==> src/rtl/if_fetch_buffer_pkg.sv <==
// Shared fetch-stage definitions: reset vector, word width, fetch FSM encoding
// and the tagged FIFO entry layout.
package if_fetch_buffer_pkg;

    localparam logic [31:0] RESET_PC = 32'h0000_3000;
    localparam int          INSTR_W  = 32;

    // Encoding is also decoded by the hazard unit for debug visibility.
    typedef enum logic [1:0] {
        FS_IDLE = 2'd0,
        FS_WAIT = 2'd1,
        FS_DROP = 2'd2
    } fetch_state_e;

    typedef struct packed {
        logic [INSTR_W-1:0] word;
        logic [31:0]        pc;
    } fetch_entry_t;

    function automatic logic [31:0] word_align(input logic [31:0] addr);
        return {addr[31:2], 2'b00};
    endfunction

endpackage

==> src/rtl/if_fetch_buffer_fetch_fifo.sv <==
// DEPTH-entry FIFO of PC-tagged instruction words with synchronous clear.
// Storage carries no reset; only pointers and occupancy are reset.
module fetch_fifo
    import if_fetch_buffer_pkg::*;
#(
    parameter int DEPTH = 2,
    parameter int PTR_W = $clog2(DEPTH)
) (
    input  logic                clk,
    input  logic                rst_n,
    input  logic                clear,
    input  logic                push,
    input  logic                pop,
    input  fetch_entry_t        wr_data,
    output fetch_entry_t        rd_data,
    output logic [PTR_W:0]      count
);

    localparam logic [PTR_W-1:0] PTR_ONE = 1;
    localparam logic [PTR_W:0]   CNT_ONE = 1;

    logic [PTR_W-1:0] wr_ptr_q, wr_ptr_d;
    logic [PTR_W-1:0] rd_ptr_q, rd_ptr_d;
    logic [PTR_W:0]   count_q, count_d;
    fetch_entry_t     mem_q [DEPTH];

    always_comb begin
        wr_ptr_d = wr_ptr_q;
        rd_ptr_d = rd_ptr_q;
        count_d  = count_q;
        if (clear) begin
            wr_ptr_d = '0;
            rd_ptr_d = '0;
            count_d  = '0;
        end else begin
            // DEPTH is a power of two, so pointer wrap is the natural overflow.
            if (push) wr_ptr_d = wr_ptr_q + PTR_ONE;
            if (pop)  rd_ptr_d = rd_ptr_q + PTR_ONE;
            case ({push, pop})
                2'b10:   count_d = count_q + CNT_ONE;
                2'b01:   count_d = count_q - CNT_ONE;
                default: count_d = count_q;
            endcase
        end
    end

    always_ff @(posedge clk or negedge rst_n) begin
        if (!rst_n) begin
            wr_ptr_q <= '0;
            rd_ptr_q <= '0;
            count_q  <= '0;
        end else begin
            wr_ptr_q <= wr_ptr_d;
            rd_ptr_q <= rd_ptr_d;
            count_q  <= count_d;
        end
    end

    always_ff @(posedge clk) begin
        if (push && !clear) mem_q[wr_ptr_q] <= wr_data;
    end

    assign rd_data = mem_q[rd_ptr_q];
    assign count   = count_q;

endmodule

==> src/rtl/if_fetch_buffer.sv <==
// Instruction-fetch stage: issues one word fetch at a time for PC, tags returned
// words with their PC and buffers them for ID behind a valid/ready handshake.
module if_fetch_buffer
    import if_fetch_buffer_pkg::*;
#(
    parameter int DEPTH = 2,
    parameter int PTR_W = $clog2(DEPTH)
) (
    input  logic               clk,
    input  logic               reset,
    input  logic [31:0]        PC,
    output logic               PC_en,
    input  logic               flush,
    output logic               imem_req,
    output logic [31:0]        imem_addr,
    input  logic               imem_rvalid,
    input  logic [INSTR_W-1:0] imem_rdata,
    output logic               instr_valid,
    output logic [INSTR_W-1:0] instr,
    output logic [31:0]        instr_pc,
    input  logic               id_ready
);

    localparam logic [PTR_W+1:0] OCC_LIMIT = (PTR_W+2)'(DEPTH);

    fetch_state_e     state_q, state_d;
    logic [31:0]      req_pc_q, req_pc_d;
    logic [PTR_W:0]   count;
    logic [PTR_W+1:0] occupancy;
    fetch_entry_t     head, wr_entry;
    logic             inflight, space, issue, push, pop;

    always_comb begin
        instr_valid = (count != '0);
        pop         = instr_valid & id_ready & ~flush;
        inflight    = (state_q == FS_WAIT);
        push        = inflight & imem_rvalid & ~flush;
        // Credit: buffered entries plus the response still owed must leave a slot.
        occupancy   = {1'b0, count} + {{(PTR_W+1){1'b0}}, inflight}
                    - {{(PTR_W+1){1'b0}}, pop};
        space       = (occupancy < OCC_LIMIT);
        // Gating on reset keeps the request low the instant reset asserts.
        issue       = reset & ~flush & space &
                      ((state_q == FS_IDLE) | ((state_q == FS_WAIT) & imem_rvalid));
    end

    always_comb begin
        state_d  = state_q;
        req_pc_d = issue ? PC : req_pc_q;
        case (state_q)
            FS_IDLE: begin
                if (issue) state_d = FS_WAIT;
            end
            FS_WAIT: begin
                if (flush)            state_d = imem_rvalid ? FS_IDLE : FS_DROP;
                else if (imem_rvalid) state_d = issue ? FS_WAIT : FS_IDLE;
            end
            FS_DROP: begin
                if (imem_rvalid) state_d = FS_IDLE;
            end
            default: state_d = FS_IDLE;
        endcase
    end

    always_ff @(posedge clk or negedge reset) begin
        if (!reset) begin
            state_q  <= FS_IDLE;
            req_pc_q <= '0;
        end else begin
            state_q  <= state_d;
            req_pc_q <= req_pc_d;
        end
    end

    always_comb begin
        wr_entry.word = imem_rdata;
        wr_entry.pc   = req_pc_q;
    end

    fetch_fifo #(
        .DEPTH (DEPTH),
        .PTR_W (PTR_W)
    ) u_fifo (
        .clk     (clk),
        .rst_n   (reset),
        .clear   (flush),
        .push    (push),
        .pop     (pop),
        .wr_data (wr_entry),
        .rd_data (head),
        .count   (count)
    );

    always_comb begin
        imem_req  = issue;
        PC_en     = issue;
        imem_addr = reset ? word_align(PC) : '0;
        instr     = instr_valid ? head.word : '0;
        instr_pc  = instr_valid ? head.pc   : '0;
    end

endmodule

==> config.mk <==
export PLATFORM = sky130hd
export DESIGN_NAME = if_fetch_buffer
export DESIGN_NICKNAME = d
export VERILOG_FILES = /design/src/rtl/if_fetch_buffer_pkg.sv /design/src/rtl/if_fetch_buffer_fetch_fifo.sv /design/src/rtl/if_fetch_buffer.sv
export SDC_FILE = /design/constraint.sdc
export NUM_CORES = 1
export LEC_CHECK = 0
export ABC_AREA = 1
export BUFFER_PORTS_ARGS = -buffer_cell sky130_fd_sc_hd__buf_2
export CAP_MARGIN = 5
export CORE_AREA = 2 2 124 126
export DETAILED_ROUTE_END_ITERATION = 12
export DIE_AREA = 0 0 126 128
export MAX_ROUTING_LAYER = met4
export PLACE_DENSITY = 0.84
export SLEW_MARGIN = 20
export SYNTH_ARGS = -nofsm -noshare
export SYNTH_HDL_FRONTEND = slang
export SYNTH_HIERARCHICAL = 1
export SYNTH_SLANG_ARGS = --single-unit
==> constraint.sdc <==
create_clock -name clk -period 9.53 [get_ports clk]
set_clock_uncertainty 0.1 [all_clocks]
set_input_delay 1.906 -clock clk [delete_from_list [all_inputs] [get_ports clk]]
set_output_delay 1.906 -clock clk [all_outputs]
set_load 0.01 [all_outputs]
==> impl_metrics.env <==
export IMPL_setup_violations=0
export IMPL_start_kind="input pin"
export IMPL_synth_top_cell_area_share=0.5281
export IMPL_io_buffers=165
export IMPL_wl_per_cell_um=14.42
export IMPL_core_area_um2=14860
export IMPL_synth_area_um2=7278
export IMPL_ff2ff_setup_slack_ps=5870
export IMPL_p_per_area_nw_per_um2=215.2
export IMPL_nets=829
export IMPL_fmax_mhz=140.0
export IMPL_yosys_top_cells_count="128 x edfxtp_1, 108 x inv_1, 107 x nand2_1, 71 x nor2_1"
export IMPL_critPathArrivalTime_ps=5140
export IMPL_status="complete, no violations"
export IMPL_syn_area_per_cell_um2=12.11
export IMPL_synth_flop_cell="edfxtp_1"
export IMPL_post_synth_top_count_cell="edfxtp_1"
export IMPL_clock_latency_ps=420
export IMPL_yosysSeqAreaShare=0.6588
export IMPL_period_minus_slack_ps=7144
export IMPL_synth_edf_count=128
export IMPL_synthTopCellsByArea="edfxtp_1 53%, dfrtp_1 13%, mux2_4 7.8%, inv_1 5.6%, nand2_1 5.5%"
export IMPL_place_congestion=0.8049
export IMPL_ys_ff_latch=166
export IMPL_whs_ps=368.3
export IMPL_hold_class="register to register"
export IMPL_rsz0062_at_grt="no"
export IMPL_post_cts_repair_setup_buffers=0
export IMPL_internal_power_uw=1376
export IMPL_cts_sinks=166
export IMPL_dr_wl_met3_um=605
export IMPL_cp_end_kind="output port"
export IMPL_cp_data_required_time_ps=7520
export IMPL_cts_root_buffer="clkbuf_16"
export IMPL_n_fill_cell=1238
export IMPL_start_util=0.4896
export IMPL_grt_max_degree=69
export IMPL_reg2reg_to="req_pc_q[7]"
export IMPL_diodes=0
export IMPL_pin_count=168
export IMPL_holdPathStages=0
export IMPL_top_layer="met4"
export IMPL_yosys_cell_types_count=24
export IMPL_dp_hpwl_um=8836
export IMPL_wl_met2_um=7091
export IMPL_firstDrtPassIters=4
export IMPL_synthArstFlopShare=0.2289
export IMPL_power_frac_clock=0.328
export IMPL_holdPathEnd="u_fifo/mem_q[1][17]"
export IMPL_layout_drive_gt1_share=0.3463
export IMPL_clock_path_buffers=2
export IMPL_drtIter0Drc=282
export IMPL_period_share=0.7496
export IMPL_syn_to_final_growth_pct=19.98
export IMPL_worst_pin_slew_ps=1106
export IMPL_routed_wl_um=13830
export IMPL_critical_path_class="input pin to output port"
export IMPL_vias_per_cell=4.746
export IMPL_static_leakage_power_uw=0.004207
export IMPL_slew_headroom=0.2630
export IMPL_p_seq_frac=0.515
export IMPL_seqCellArea_um2=4798
export IMPL_drt_met1_wl_um=5886
export IMPL_grt_pass1_wl_um=21950
export IMPL_crit_path_max_fanout=34
export IMPL_die_width_um=126
export IMPL_chipHeight_um=128
export IMPL_power_switching_uw=503.1
export IMPL_synthCells=601
export IMPL_maxCapViolCount=0
export IMPL_overflow=0
export IMPL_cts_hold_buf=0
export IMPL_row_count=45
export IMPL_peakVddDrop_mv=0.1230
export IMPL_clkSlewWorstSetupHoldPaths_ps=60
export IMPL_grtUsageTotal=0.1809
export IMPL_cts_tree="built"
export IMPL_ctsResizeCount=0
export IMPL_switching_share=0.2677
export IMPL_multi_input_area_um2=1904
export IMPL_synth_warnings=6
export IMPL_dieArea_um2=16130
export IMPL_drc=0
export IMPL_drv_slew=0
export IMPL_hold_start="req_pc_q[17]"
export IMPL_rr_startpoint="u_fifo/count[1]"
export IMPL_setup_tns_ps=0
export IMPL_finalHoldViolCount=0
export IMPL_antenna_found_initial=0
export IMPL_reg2reg_depth=11
export IMPL_first_global_vias=4354
export IMPL_share_comb_of_total_power=0.157
export IMPL_yosysTopAreaCell="edfxtp_1"
export IMPL_ant_nets=0
export IMPL_vias=4551
export IMPL_htreeDepth=4
export IMPL_cts_buffers=17
how the worst max path moves through the flow:
stage / startpoint / to / slack [ps] / cells after the start
2_1_floorplan: flush / imem_req / 3650 / 13
3_3_place_gp: flush / imem_req / 2190 / 14
3_5_place_dp: flush / imem_req / 2000 / 14
4_1_cts: flush / imem_req / 2000 / 14
5_1_grt: flush / imem_req / 2000 / 13
6_report: flush / imem_req / 2390 / 13
worst max-delay path, stage by stage:
cell,delay [ps]
buf_2,150
inv_1,90
nand2_1,50
nor2_1,290
ha_1,290
inv_1,50
nand2_1,50
fa_1,490
nand2_1,90
nor2_4,550
nand3_2,690
inv_1,240
buf_2,170
metal layers:
layer | up-vias | track usage
met1 | 2125 | 0.2207
li1 | 2271 | -
met4 | 0 | 0.07240
met3 | 19 | 0.03422
met5 | - | -
met2 | 136 | 0.3004
stage by stage:
step                  util  total power, µW  std cells  cell area, µm²  worst slack [ps]
floorplan                -             1167        602            7282              3651
global placement    0.5517             1261        927            8200              2191
detailed placement  0.5517             1282        927            8200              1995
CTS                 0.5873             1901        959            8730              1995
global route        0.5875             1980        959            8732              2001
finish              0.5875             1879        959            8732              2386
power groups by stage:
stage | clock network (µW) | registers (µW) | logic, µW
2_1_floorplan | 0 | 952 | 215
3_3_place_gp | 0 | 974 | 288
3_5_place_dp | 0 | 983 | 299
4_1_cts | 630 | 969 | 302
5_1_grt | 661 | 982 | 337
6_report | 616 | 969 | 295
registers in the layout, indices dropped and copies added, names as in the netlist:
signal and cells:
req_pc_q 32, u_fifo/mem_q 128, u_fifo/rd_ptr_q 1, u_fifo/count 2
u_fifo/wr_ptr_q 1, state_q 2
placed cells by master, fill, tap and decap left out, types with 3 or more instances in the layout:
master and n:
nor2_1 68, clkbuf_1 6, buf_2 165, nand2_1 106, nor2_4 4, mux2_4 38, nand4_1 32, dfrtp_1 37
nand3_1 8, clkinv_2 3, inv_1 108, clkbuf_16 17, mux2_2 26, buf_4 4, edfxtp_1 128
kinds of logic (layout without fill, tap and decap cells):
| family | Yosys count | in the layout | synth area share |
|---|---|---|---|
| flops | 166 | 166 | 0.6588 |
| fa+ha+maj | 2 | 2 | 0.004469 |
| compound gates | 6 | 6 | 0.004641 |
| buf+inv | 141 | 310 | 0.08527 |
| other cells | 1 | 2 | 0.0005152 |
| mux | 64 | 64 | 0.1186 |
| simple gates | 221 | 221 | 0.1277 |
cell type report:
class | count | area share
sequential | 166 | 0.5495
multi-input combinational | 295 | 0.2181
timing repair buffer | 169 | 0.09801
clock buffer | 23 | 0.05130
inverter | 109 | 0.04685
tap | 188 | 0.02694
clock inverter | 9 | 0.009314
No activity file was read; power rests on OpenSTA's default activity.
